==> src/rtl/response_router_if.sv <==
// Response bus and per-channel consumer handshake between the shared resource,
// the response router and the two downstream consumers.
`ifndef DATA_WIDTH
`define DATA_WIDTH 8
`endif
`ifndef ID_WIDTH
`define ID_WIDTH 4
`endif

interface response_router_if #(
  parameter int DATA_W = `DATA_WIDTH,
  parameter int ID_W   = `ID_WIDTH
);
  logic [DATA_W-1:0] in_data;
  logic [ID_W-1:0]   in_id;
  logic              in_valid;
  logic [DATA_W-1:0] out_data_1;
  logic [DATA_W-1:0] out_data_2;
  logic [ID_W-1:0]   out_id_1;
  logic [ID_W-1:0]   out_id_2;
  logic              out_valid_1;
  logic              out_valid_2;
  logic              in_ready_1;
  logic              in_ready_2;

  modport slave (
    input  in_data, in_id, in_valid, in_ready_1, in_ready_2,
    output out_data_1, out_data_2, out_id_1, out_id_2, out_valid_1, out_valid_2
  );

  modport master (
    output in_data, in_id, in_valid, in_ready_1, in_ready_2,
    input  out_data_1, out_data_2, out_id_1, out_id_2, out_valid_1, out_valid_2
  );
endinterface

==> src/rtl/response_router.sv <==
// Routes resource responses back to the issuing channel using a per-ID scoreboard,
// discarding flushed responses and buffering deliveries in one FIFO per channel.
`ifndef DATA_WIDTH
`define DATA_WIDTH 8
`endif
`ifndef ID_WIDTH
`define ID_WIDTH 4
`endif

module response_router #(
  parameter int DATA_W     = `DATA_WIDTH,
  parameter int ID_W       = `ID_WIDTH,
  parameter int FIFO_DEPTH = 4
) (
  input  logic            clk,
  input  logic            reset,
  input  logic            in_issue_valid,
  input  logic            in_issue_choice,
  input  logic [ID_W-1:0] in_issue_id,
  input  logic            in_flush_1,
  input  logic            in_flush_2,
  input  logic [ID_W-1:0] in_flush_id_1,
  input  logic [ID_W-1:0] in_flush_id_2,
  response_router_if.slave bus,
  output logic            err_spurious,
  output logic            err_dup,
  output logic            err_overflow,
  output logic [7:0]      drop_count
);
  localparam int N_ID  = 1 << ID_W;
  localparam int PTR_W = $clog2(FIFO_DEPTH);
  localparam int CNT_W = $clog2(FIFO_DEPTH + 1);

  logic [N_ID-1:0] pending_reg, pending_next;
  logic [N_ID-1:0] flushed_reg, flushed_next;
  logic [N_ID-1:0] owner_reg, owner_next;

  logic [1:0] push, pop, full, valid, ready;
  logic [DATA_W-1:0] head_data [2];
  logic [ID_W-1:0]   head_id [2];

  logic spurious_set, dup_set, overflow_set, drop_inc;
  logic spurious_reg, dup_reg, overflow_reg;
  logic [7:0] drop_count_reg;

  assign ready = {bus.in_ready_2, bus.in_ready_1};

  // Response first, then flushes see the post-response pending state, then issue.
  always_comb begin
    pending_next = pending_reg;
    flushed_next = flushed_reg;
    owner_next   = owner_reg;
    push         = 2'b00;
    spurious_set = 1'b0;
    dup_set      = 1'b0;
    overflow_set = 1'b0;
    drop_inc     = 1'b0;

    if (bus.in_valid) begin
      if (!pending_reg[bus.in_id]) begin
        spurious_set = 1'b1;
      end else begin
        pending_next[bus.in_id] = 1'b0;
        flushed_next[bus.in_id] = 1'b0;
        if (flushed_reg[bus.in_id])
          drop_inc = 1'b1;
        else if (full[owner_reg[bus.in_id]] && !pop[owner_reg[bus.in_id]])
          overflow_set = 1'b1;
        else
          push[owner_reg[bus.in_id]] = 1'b1;
      end
    end

    if (in_flush_1 && pending_next[in_flush_id_1] && !owner_reg[in_flush_id_1])
      flushed_next[in_flush_id_1] = 1'b1;
    if (in_flush_2 && pending_next[in_flush_id_2] && owner_reg[in_flush_id_2])
      flushed_next[in_flush_id_2] = 1'b1;

    if (in_issue_valid) begin
      dup_set                   = pending_next[in_issue_id];
      pending_next[in_issue_id] = 1'b1;
      flushed_next[in_issue_id] = 1'b0;
      owner_next[in_issue_id]   = in_issue_choice;
    end
  end

  always_ff @(posedge clk) begin
    if (reset) begin
      pending_reg    <= '0;
      flushed_reg    <= '0;
      owner_reg      <= '0;
      spurious_reg   <= 1'b0;
      dup_reg        <= 1'b0;
      overflow_reg   <= 1'b0;
      drop_count_reg <= 8'd0;
    end else begin
      pending_reg  <= pending_next;
      flushed_reg  <= flushed_next;
      owner_reg    <= owner_next;
      spurious_reg <= spurious_reg | spurious_set;
      dup_reg      <= dup_reg | dup_set;
      overflow_reg <= overflow_reg | overflow_set;
      if (drop_inc && drop_count_reg != 8'hFF)
        drop_count_reg <= drop_count_reg + 8'd1;
    end
  end

  for (genvar gi = 0; gi < 2; gi++) begin : g_fifo
    logic [DATA_W+ID_W-1:0] mem [FIFO_DEPTH];
    logic [PTR_W-1:0] wr_ptr_reg, rd_ptr_reg;
    logic [CNT_W-1:0] count_reg;

    assign valid[gi] = (count_reg != '0);
    assign full[gi]  = (count_reg == CNT_W'(FIFO_DEPTH));
    assign pop[gi]   = valid[gi] & ready[gi];
    // Head is forced to zero while empty so idle outputs read as 0.
    assign head_data[gi] = valid[gi] ? mem[rd_ptr_reg][DATA_W+ID_W-1:ID_W] : '0;
    assign head_id[gi]   = valid[gi] ? mem[rd_ptr_reg][ID_W-1:0] : '0;

    always_ff @(posedge clk) begin
      if (push[gi])
        mem[wr_ptr_reg] <= {bus.in_data, bus.in_id};
    end

    always_ff @(posedge clk) begin
      if (reset) begin
        wr_ptr_reg <= '0;
        rd_ptr_reg <= '0;
        count_reg  <= '0;
      end else begin
        if (push[gi])
          wr_ptr_reg <= wr_ptr_reg + 1'b1;
        if (pop[gi])
          rd_ptr_reg <= rd_ptr_reg + 1'b1;
        if (push[gi] && !pop[gi])
          count_reg <= count_reg + 1'b1;
        else if (pop[gi] && !push[gi])
          count_reg <= count_reg - 1'b1;
      end
    end
  end

  assign bus.out_valid_1 = valid[0];
  assign bus.out_valid_2 = valid[1];
  assign bus.out_data_1  = head_data[0];
  assign bus.out_data_2  = head_data[1];
  assign bus.out_id_1    = head_id[0];
  assign bus.out_id_2    = head_id[1];

  assign err_spurious = spurious_reg;
  assign err_dup      = dup_reg;
  assign err_overflow = overflow_reg;
  assign drop_count   = drop_count_reg;
endmodule
==> src/flat_wrapper.sv <==
// flat-port wrapper written by rule: the top's interface ports become plain ports
module response_router_flat 
#(
  parameter int DATA_W     = `DATA_WIDTH,
  parameter int ID_W       = `ID_WIDTH,
  parameter int FIFO_DEPTH = 4
)
  (clk, reset, in_issue_valid, in_issue_choice, in_issue_id, in_flush_1, in_flush_2, in_flush_id_1, in_flush_id_2, err_spurious, err_dup, err_overflow, drop_count, bus_in_data, bus_in_id, bus_in_valid, bus_in_ready_1, bus_in_ready_2, bus_out_data_1, bus_out_data_2, bus_out_id_1, bus_out_id_2, bus_out_valid_1, bus_out_valid_2);
  response_router_if #(.DATA_W(DATA_W), .ID_W(ID_W)) bus_i ();
  input  logic clk;
  input  logic reset;
  input  logic in_issue_valid;
  input  logic in_issue_choice;
  input  logic [ID_W-1:0] in_issue_id;
  input  logic in_flush_1;
  input  logic in_flush_2;
  input  logic [ID_W-1:0] in_flush_id_1;
  input  logic [ID_W-1:0] in_flush_id_2;
  output logic err_spurious;
  output logic err_dup;
  output logic err_overflow;
  output logic [7:0] drop_count;
  input wire logic [$bits(bus_i.in_data)-1:0] bus_in_data;
  input wire logic [$bits(bus_i.in_id)-1:0] bus_in_id;
  input wire logic [$bits(bus_i.in_valid)-1:0] bus_in_valid;
  input wire logic [$bits(bus_i.in_ready_1)-1:0] bus_in_ready_1;
  input wire logic [$bits(bus_i.in_ready_2)-1:0] bus_in_ready_2;
  output wire logic [$bits(bus_i.out_data_1)-1:0] bus_out_data_1;
  output wire logic [$bits(bus_i.out_data_2)-1:0] bus_out_data_2;
  output wire logic [$bits(bus_i.out_id_1)-1:0] bus_out_id_1;
  output wire logic [$bits(bus_i.out_id_2)-1:0] bus_out_id_2;
  output wire logic [$bits(bus_i.out_valid_1)-1:0] bus_out_valid_1;
  output wire logic [$bits(bus_i.out_valid_2)-1:0] bus_out_valid_2;
  assign bus_i.in_data = bus_in_data;
  assign bus_i.in_id = bus_in_id;
  assign bus_i.in_valid = bus_in_valid;
  assign bus_i.in_ready_1 = bus_in_ready_1;
  assign bus_i.in_ready_2 = bus_in_ready_2;
  assign bus_out_data_1 = bus_i.out_data_1;
  assign bus_out_data_2 = bus_i.out_data_2;
  assign bus_out_id_1 = bus_i.out_id_1;
  assign bus_out_id_2 = bus_i.out_id_2;
  assign bus_out_valid_1 = bus_i.out_valid_1;
  assign bus_out_valid_2 = bus_i.out_valid_2;
  response_router #(.DATA_W(DATA_W), .ID_W(ID_W), .FIFO_DEPTH(FIFO_DEPTH)) u_core (.clk(clk), .reset(reset), .in_issue_valid(in_issue_valid), .in_issue_choice(in_issue_choice), .in_issue_id(in_issue_id), .in_flush_1(in_flush_1), .in_flush_2(in_flush_2), .in_flush_id_1(in_flush_id_1), .in_flush_id_2(in_flush_id_2), .bus(bus_i), .err_spurious(err_spurious), .err_dup(err_dup), .err_overflow(err_overflow), .drop_count(drop_count));
endmodule
==> config.mk <==
export PLATFORM = sky130hd
export DESIGN_NAME = response_router_flat
export DESIGN_NICKNAME = d
export VERILOG_FILES = /design/src/rtl/response_router_if.sv /design/src/rtl/response_router.sv /design/src/flat_wrapper.sv
export SDC_FILE = /design/constraint.sdc
export NUM_CORES = 1
export LEC_CHECK = 0
export ABC_AREA = 0
export BUFFER_PORTS_ARGS = -buffer_cell sky130_fd_sc_hd__buf_2
export CAP_MARGIN = 20
export CORE_ASPECT_RATIO = 1.4
export CORE_MARGIN = 5
export CORE_UTILIZATION = 54
export CTS_CLUSTER_SIZE = 20
export DETAILED_ROUTE_END_ITERATION = 8
export GPL_TIMING_DRIVEN = 0
export PLACE_DENSITY = 0.79
export SLEW_MARGIN = 25
export SYNTH_ARGS = -nofsm -noshare
export SYNTH_HDL_FRONTEND = slang
export SYNTH_SLANG_ARGS = --single-unit
export TNS_END_PERCENT = 100
==> constraint.sdc <==
create_clock -name clk -period 2.8 [get_ports clk]
set_clock_uncertainty 0.2 [all_clocks]
set_input_delay 0.14 -clock clk [delete_from_list [all_inputs] [get_ports clk]]
set_output_delay 0.14 -clock clk [all_outputs]
set_load 0.1 [all_outputs]
==> summary.md, run 1 <==
| Metric | Value |
|---|---|
| Status | complete, but fails checks |
| Failing checks | setup timing |
| Vias | about 6,400 |
| Post-Route WL | 23,580 um |
| Ys Warns | 0 |
| Synth Instances | 702 |
| Critical-path maximum fanout | 4 |
| Vias/cell | ~6.3 |
| Number of buffers created by CTS | 17 |
| Final worst slack | -0.3562 ns |
| Hpwl dp | between 15,000 and 20,000 um |
| RSZ-0062 raised after global routing | yes |
| 1st-iter DRT viols | 553 |
| Final setup viols | 4 |
| Core ar. | 15,050 um^2 |
| Die Span Y | 156.8 um |
| First drt pass iteration count | 7 |
| Final Hold Fails | 0 |
| Synth top area cells | edfxtp_1 35%, dfxtp_1 19%, mux4_2 11%, nand2_1 2.8%, a21oi_1 2.6% |
| Register with the most flip-flops | u_core.g_fifo.mem |
| Ys flop type | edfxtp_1 |
| Slew HR | 0.3464 |
| Fin Hold WS | between 0.03 and 0.04 ns |
| Yosys top cell by area | edfxtp_1 |
| Max Slew Vio Count | 0 |
| Crit end category | flop |
| First-pass GRT wire length | roughly 36,000 um |
| Max FFs per register | 96 |
| CP startpoint | u_core.owner_reg[3] |
| Cell area after synthesis | between 8000 and 9000 um^2 |
| Die Area | approximately 18,000 um^2 |
| Synth Register Bits | between 150 and 200 |
| Peak supply drop | approximately 1300 uV |
| CTS tree | yes |
| Layout area overhead | 18.26% |
| HP Class | in2reg |
| Register area | 4433 um^2 |
| Async S/R FF share, synth | 0 |
| Register area share after synthesis | 0.5323 |
| Largest net degree at the start of global routing | 17 |
| Post-DR wirelength/cell | approximately 23 um |
| # rows | 53 |
| Count of cell types in the netlist | between 60 and 70 |
| HP Start | in_issue_id[2] |
| ANT cells | 0 |
| Critical Path RT | approximately 3.0 ns |
| Syn nets | between 700 and 800 |
| Layout Nets | between 800 and 900 |
| Tightest Pin Transition | between 0.9 and 1 ns |
| Post-Synth Simple-Gate Area | 0.1639 |
| Number of enable flip-flop cells after synthesis | 96 |
| RR Startpoint | u_core.owner_reg[3] |
| Clock sink count | around 170 |
| LEAKAGE | 3.522 nW |
| Area of the multi-input gates | ~3700 um^2 |
| GP Congestion | 0.9868 |
| Gr ovfl total | 0 |
| Initial Util | 0.5522 |
| Post-route DRC | 0 |
| Htree depth | 4 |
| Max-cap violations | 0 |
| PortBufs | 64 |
| Final Instance Area | roughly 10000 um^2 |
| Root Driver | clkbuf_16 |
| PD cells | 883.1 nW/um^2 |
| Post-synthesis adder-cell area fraction | 0.02138 |
| Post-synthesis mux area share | 0.1395 |
| Largest family of logic cells by synthesized area | simple AND/OR/NAND/NOR gates |
| CP max stage delay | a little over 0.5 ns |
| Clock Tree Buf Depth | 2 |
| CP max-delay cell | mux4_2 |
| Antenna violations before repair | 0 |
| Synth Area in Compound Gates | 0.1037 |
| Dpl cell area | just under 9000 um^2 |
| Area share of the largest cell type after synthesis | 0.3468 |
| XOR/XNOR Fraction of Synth Area | 0.01054 |
| Die width | about 110 um |
| Min cycle time layout | between 3 and 4 ns |
| Fin util | 0.6530 |
| Achievable frequency | 0.3168 GHz |
| Gr usage total | 0.2684 |
| Crit path launch type | flop |
| Period utilization | 1.127 |
| Num ports | 70 |
| Worst path arrival time | 3.31 ns |
| Worst-path clk slew | roughly 0.07 ns |
| ANT nets after route | 0 |
| Layout fillers | 1,147 |
| Critical path class | reg2reg |
| Avg Cell Area, Syn | ~12 um^2 |
| Share of cells above drive strength 1 | 0.2373 |
| Clock Latency Late Sink | 0.43 ns |
| Number of global-route vias before repair | roughly 6,600 |
| CP cell instances | mux4_2 > a22oi_2 > nand3_2 > nor4_4 > ha_2 > inv_2 > fa_2 > xor2_1 > or3_1 > a21oi_2 |
-- worst max-delay path: cells and delay by family, from the launching register on --
family | cells | cell delay (ns)
simple gates | 3 | 0.84
fa+ha+maj | 2 | 0.58
buf+inv | 1 | 0.04
compound gates | 2 | 0.39
mux | 1 | 0.51
xor+xnor | 1 | 0.17
flops | 1 | 0.35
-- through the flow --
step           total power, mW  setup TNS [ns]  instances  setup WS [ns]
6_report                 8.680         -0.6501       1018        -0.3562
5_1_grt                  8.978         -0.9523       1018        -0.4655
4_1_cts                  8.722         -0.4695       1015        -0.2723
3_5_place_dp             6.254          -46.67        958        -0.9466
3_3_place_gp             6.159          -38.27        958        -0.8166
2_1_floorplan            5.664         -0.2369        702        -0.2369
-- placed cells by master (no fill, tap or decap), drive strengths merged, types with 7 or more instances in the layout --
cell type    netlist  final
xor2               9      9
mux4              39     39
dfxtp             77     77
a31oi             20     20
mux2i             21     21
buf               12     84
clkbuf            30     47
and2              35     35
nand3             24     24
o21ai             12     12
nand2b             8      8
and3              11     11
a311o              7      7
nor3b              9      9
nor2b             13     13
ha                11     11
nor2              50     50
a21oi             44     44
dlygate4sd3        0     21
nand2             61     61
inv               15     22
edfxtp            96     96
-- logic make-up (layout without fill, tap and decap cells) --
| logic type | after synthesis | count (layout) |
|---|---|---|
| fa+ha+maj | 13 | 13 |
| mux | 66 | 66 |
| simple gates | 255 | 255 |
| xor+xnor | 10 | 10 |
| compound gates | 128 | 128 |
| flops | 173 | 173 |
| buf+inv | 57 | 181 |
-- routing by layer --
layer / routed length (um) / GRT usage / vias to the layer above
li1: - / - / 2884
met1: 8194 / 0.2895 / 3146
met2: 12600 / 0.4986 / 311
met3: 1437 / 0.04371 / 82
met4: 1341 / 0.1348 / 0
met5: 0 / 0 / -
-- Yosys cell counts, types with 3 or more instances --
cell type and instances:
a211oi_1 3, a21boi_1 3, a21oi_1 44, a311o_1 7
a311oi_1 3, a31o_2 3, a31oi_1 20, and2_1 35
and3_1 11, and3b_1 5, and4_1 3, buf_1 3
buf_2 7, clkbuf_1 30, dfxtp_1 77, edfxtp_1 96
ha_1 11, inv_1 15, mux2_2 3, mux2i_1 21
mux4_2 39, nand2_1 61, nand2b_1 8, nand3_1 22
nand4_1 6, nor2_1 50, nor2b_1 13, nor3_1 5
nor3b_1 9, nor4b_1 4, o21ai_0 12, o311ai_1 4
o31ai_1 3, o32ai_1 4, o41ai_1 5, or2_2 6
or3_1 6, xor2_1 9
-- cell type report --
| cell class | count | share of cell area |
|---|---|---|
| sequential | 173 | 0.4510 |
| multi-input combinational | 472 | 0.3769 |
| timing repair buffer | 94 | 0.06085 |
| clock buffer | 17 | 0.04328 |
| tap | 192 | 0.02444 |
| buffer | 41 | 0.01973 |
| clock inverter | 14 | 0.01808 |
| inverter | 15 | 0.005728 |
-- worst paths after layout --
path	endpoint	slack, ns	cells after the start
setup / recovery	u_core.g_fifo[0].count_reg[2]	-0.36	10
hold / removal	u_core.owner_reg[4]	0.03	4
setup reg to reg	u_core.g_fifo[0].count_reg[2]	-0.36	10
hold reg to reg	u_core.err_spurious	0.27	2
-- where the power goes --
group	internal (mW)	total, mW	switching [mW]
combinational	0.749	3.36	2.61
clock	1.42	2.44	1.03
sequential	2.78	2.88	0.101
-- repair_timing --
item,4_1_cts,5_1_grt
endpoints found under the hold margin,117,0
pin swaps,7,6
hold buffers,21,0
endpoints found under the setup margin,120,52
resized for setup,19,15
buffers inserted,6,3
Note: power is estimated with default switching activity, not from simulation.
==> run 2, diff against run 1 <==
BUFFER_PORTS_ARGS = not set   (was -buffer_cell sky130_fd_sc_hd__buf_2)
CORE_UTILIZATION = 57   (was 54)
DONT_BUFFER_PORTS = 1   (was not set)
PLACE_DENSITY = 0.78   (was 0.79)
==> summary.md, run 2 (synthesis results as in run 1) <==
| Metric | Value |
|---|---|
| Register with the most flip-flops | u_core.g_fifo.mem |
| PD cells | between 800 and 900 nW/um^2 |
| Dpl cell area | 8592 um^2 |
| Largest net degree at the start of global routing | 20 |
| Tightest Pin Transition | between 1 and 1.5 ns |
| Clock Tree Buf Depth | 2 |
| Layout Nets | approximately 800 |
| Peak supply drop | 797.9 uV |
| Layout fillers | approximately 1,100 |
| Num ports | 70 |
| Number of buffers created by CTS | 17 |
| Worst path arrival time | approximately 3.3 ns |
| Htree depth | 4 |
| Max Slew Vio Count | 0 |
| 1st-iter DRT viols | 525 |
| Crit path launch type | flop |
| Die Area | about 17,000 um^2 |
| Die width | 112.1 um |
| Failing checks | setup timing |
| PortBufs | 0 |
| First-pass GRT wire length | ~37,000 um |
| Slew HR | 0.2820 |
| Vias | roughly 6,300 |
| Max FFs per register | 96 |
| Critical-path maximum fanout | 4 |
| Commonest cells after routing, fill and taps aside | 96 x edfxtp_1, 64 x dfxtp_1, 61 x nand2_1, 50 x nor2_1, 44 x a21oi_1 |
| Vias/cell | between 6 and 7 |
| Total power draw | 8.383 mW |
| Achievable frequency | between 0.3 and 0.4 GHz |
| Status | complete, but fails checks |
| Post-route DRC | 0 |
| GP Congestion | roughly 0.99 |
| # rows | 52 |
| Final Hold Fails | 0 |
| Max-cap violations | 0 |
| Number of global-route vias before repair | 6,329 |
| Post-DR wirelength/cell | ~25 um |
| Gr ovfl total | 0 |
| Post-Route WL | roughly 24,000 um |
| DP Worst Slack | -0.6576 ns |
| Worst-path clk slew | 0.08 ns |
| Gr usage total | 0.2837 |
| Share of cells above drive strength 1 | 0.2135 |
| Clock sink count | 173 |
| ANT nets after route | 0 |
| Sum Neg Setup Slack | -0.5107 ns |
| LEAKAGE | 3.288 nW |
| ANT cells | 0 |
| Critical path class | reg2reg |
| Clock Latency Late Sink | ~0.43 ns |
| Final setup viols | 3 |
| Period utilization | 1.107 |
| Initial Util | 0.5781 |
| Root Driver | clkbuf_16 |
| Fin Hold WS | around 0.017 ns |
| Hpwl dp | 17,120 um |
| Most common cell after layout, fill and taps aside | edfxtp_1 |
| CTS tree | yes |
| HP Class | in2reg |
| Min cycle time layout | 3.099 ns |
| Final Instance Area | a little under 10,000 um^2 |
| Critical Path RT | a little under 3 ns |
| Layout area overhead | 15.87% |
| Die Span Y | ~150 um |
| Area of the multi-input gates | 3732 um^2 |
| Final worst slack | -0.2992 ns |
| Crit end category | flop |
| Core ar. | ~14,000 um^2 |
| RSZ-0062 raised after global routing | yes |
| First drt pass iteration count | 5 |
| Antenna violations before repair | 0 |
| Register area | between 4000 and 5000 um^2 |
## run 2: changes by cell type in the layout (fill, tap and decap cells not counted), moves of 3 or more
cell           before  now
buf_2              71    6
and2_2              4   25
and2_1             27    7
dlygate4sd3_1      21   29
dfxtp_1            70   64
dfxtp_2             7   13
inv_8               2    6
bufinv_16           3    0
## run 2: area by class of cell
type	count	share of cell area
tap	189	0.02456
buffer	41	0.02170
sequential	173	0.4611
clock buffer	17	0.04417
inverter	15	0.005846
timing repair buffer	40	0.03872
clock inverter	15	0.01637
multi-input combinational	472	0.3876
## run 2: metrics by stage
stage | cells | utilization
after CTS | 957 | 0.6650
after global routing | 962 | 0.6698
after detailed placement | 891 | 0.5975
final | 962 | 0.6698
after floorplan | 702 | -
after global placement | 891 | 0.5974
## run 2: worst max-delay path, stage by stage, from the launching register on
cell and delay (ns):
dfxtp_1 0.34, mux4_2 0.50, a22oi_2 0.22, nand3_2 0.14, nor4_4 0.36, ha_2 0.27
inv_2 0.04, fa_2 0.32, xor2_1 0.18, or3_1 0.31, a21oi_1 0.12
## run 2: repair_timing
item	CTS	global route
hold buffers	29	0
pin swaps	6	4
hold endpoints to repair	153	0
buffers inserted	6	5
endpoints found under the setup margin	120	10
resized for setup	37	19
## run 2: final timing paths
kind                       start                            end  slack [ns]  depth (start not counted)
min                   in_flush_1         u_core.flushed_reg[10]        0.02                          5
min reg2reg  u_core.owner_reg[6]            u_core.owner_reg[6]        0.28                          2
max reg2reg  u_core.owner_reg[3]  u_core.g_fifo[0].count_reg[2]       -0.30                         10
max          u_core.owner_reg[3]  u_core.g_fifo[0].count_reg[2]       -0.30                         10
## run 2: routing by layer
layer | wire length (um) | GRT usage | vias up | share of wire
li1 | - | - | 2780 | -
met1 | 8424 | 0.3135 | 3067 | 0.35
met2 | 12860 | 0.5172 | 319 | 0.53
met3 | 1361 | 0.04786 | 89 | 0.056
met4 | 1499 | 0.1495 | 0 | 0.062
met5 | 0 | 0 | - | 0
## run 2: power by group
part	total [mW]	switching, mW	leakage [nW]	internal [mW]
combinational	3.16	2.52	1.51	0.639
clock	2.33	1.12	0.290	1.20
sequential	2.90	0.121	1.49	2.77
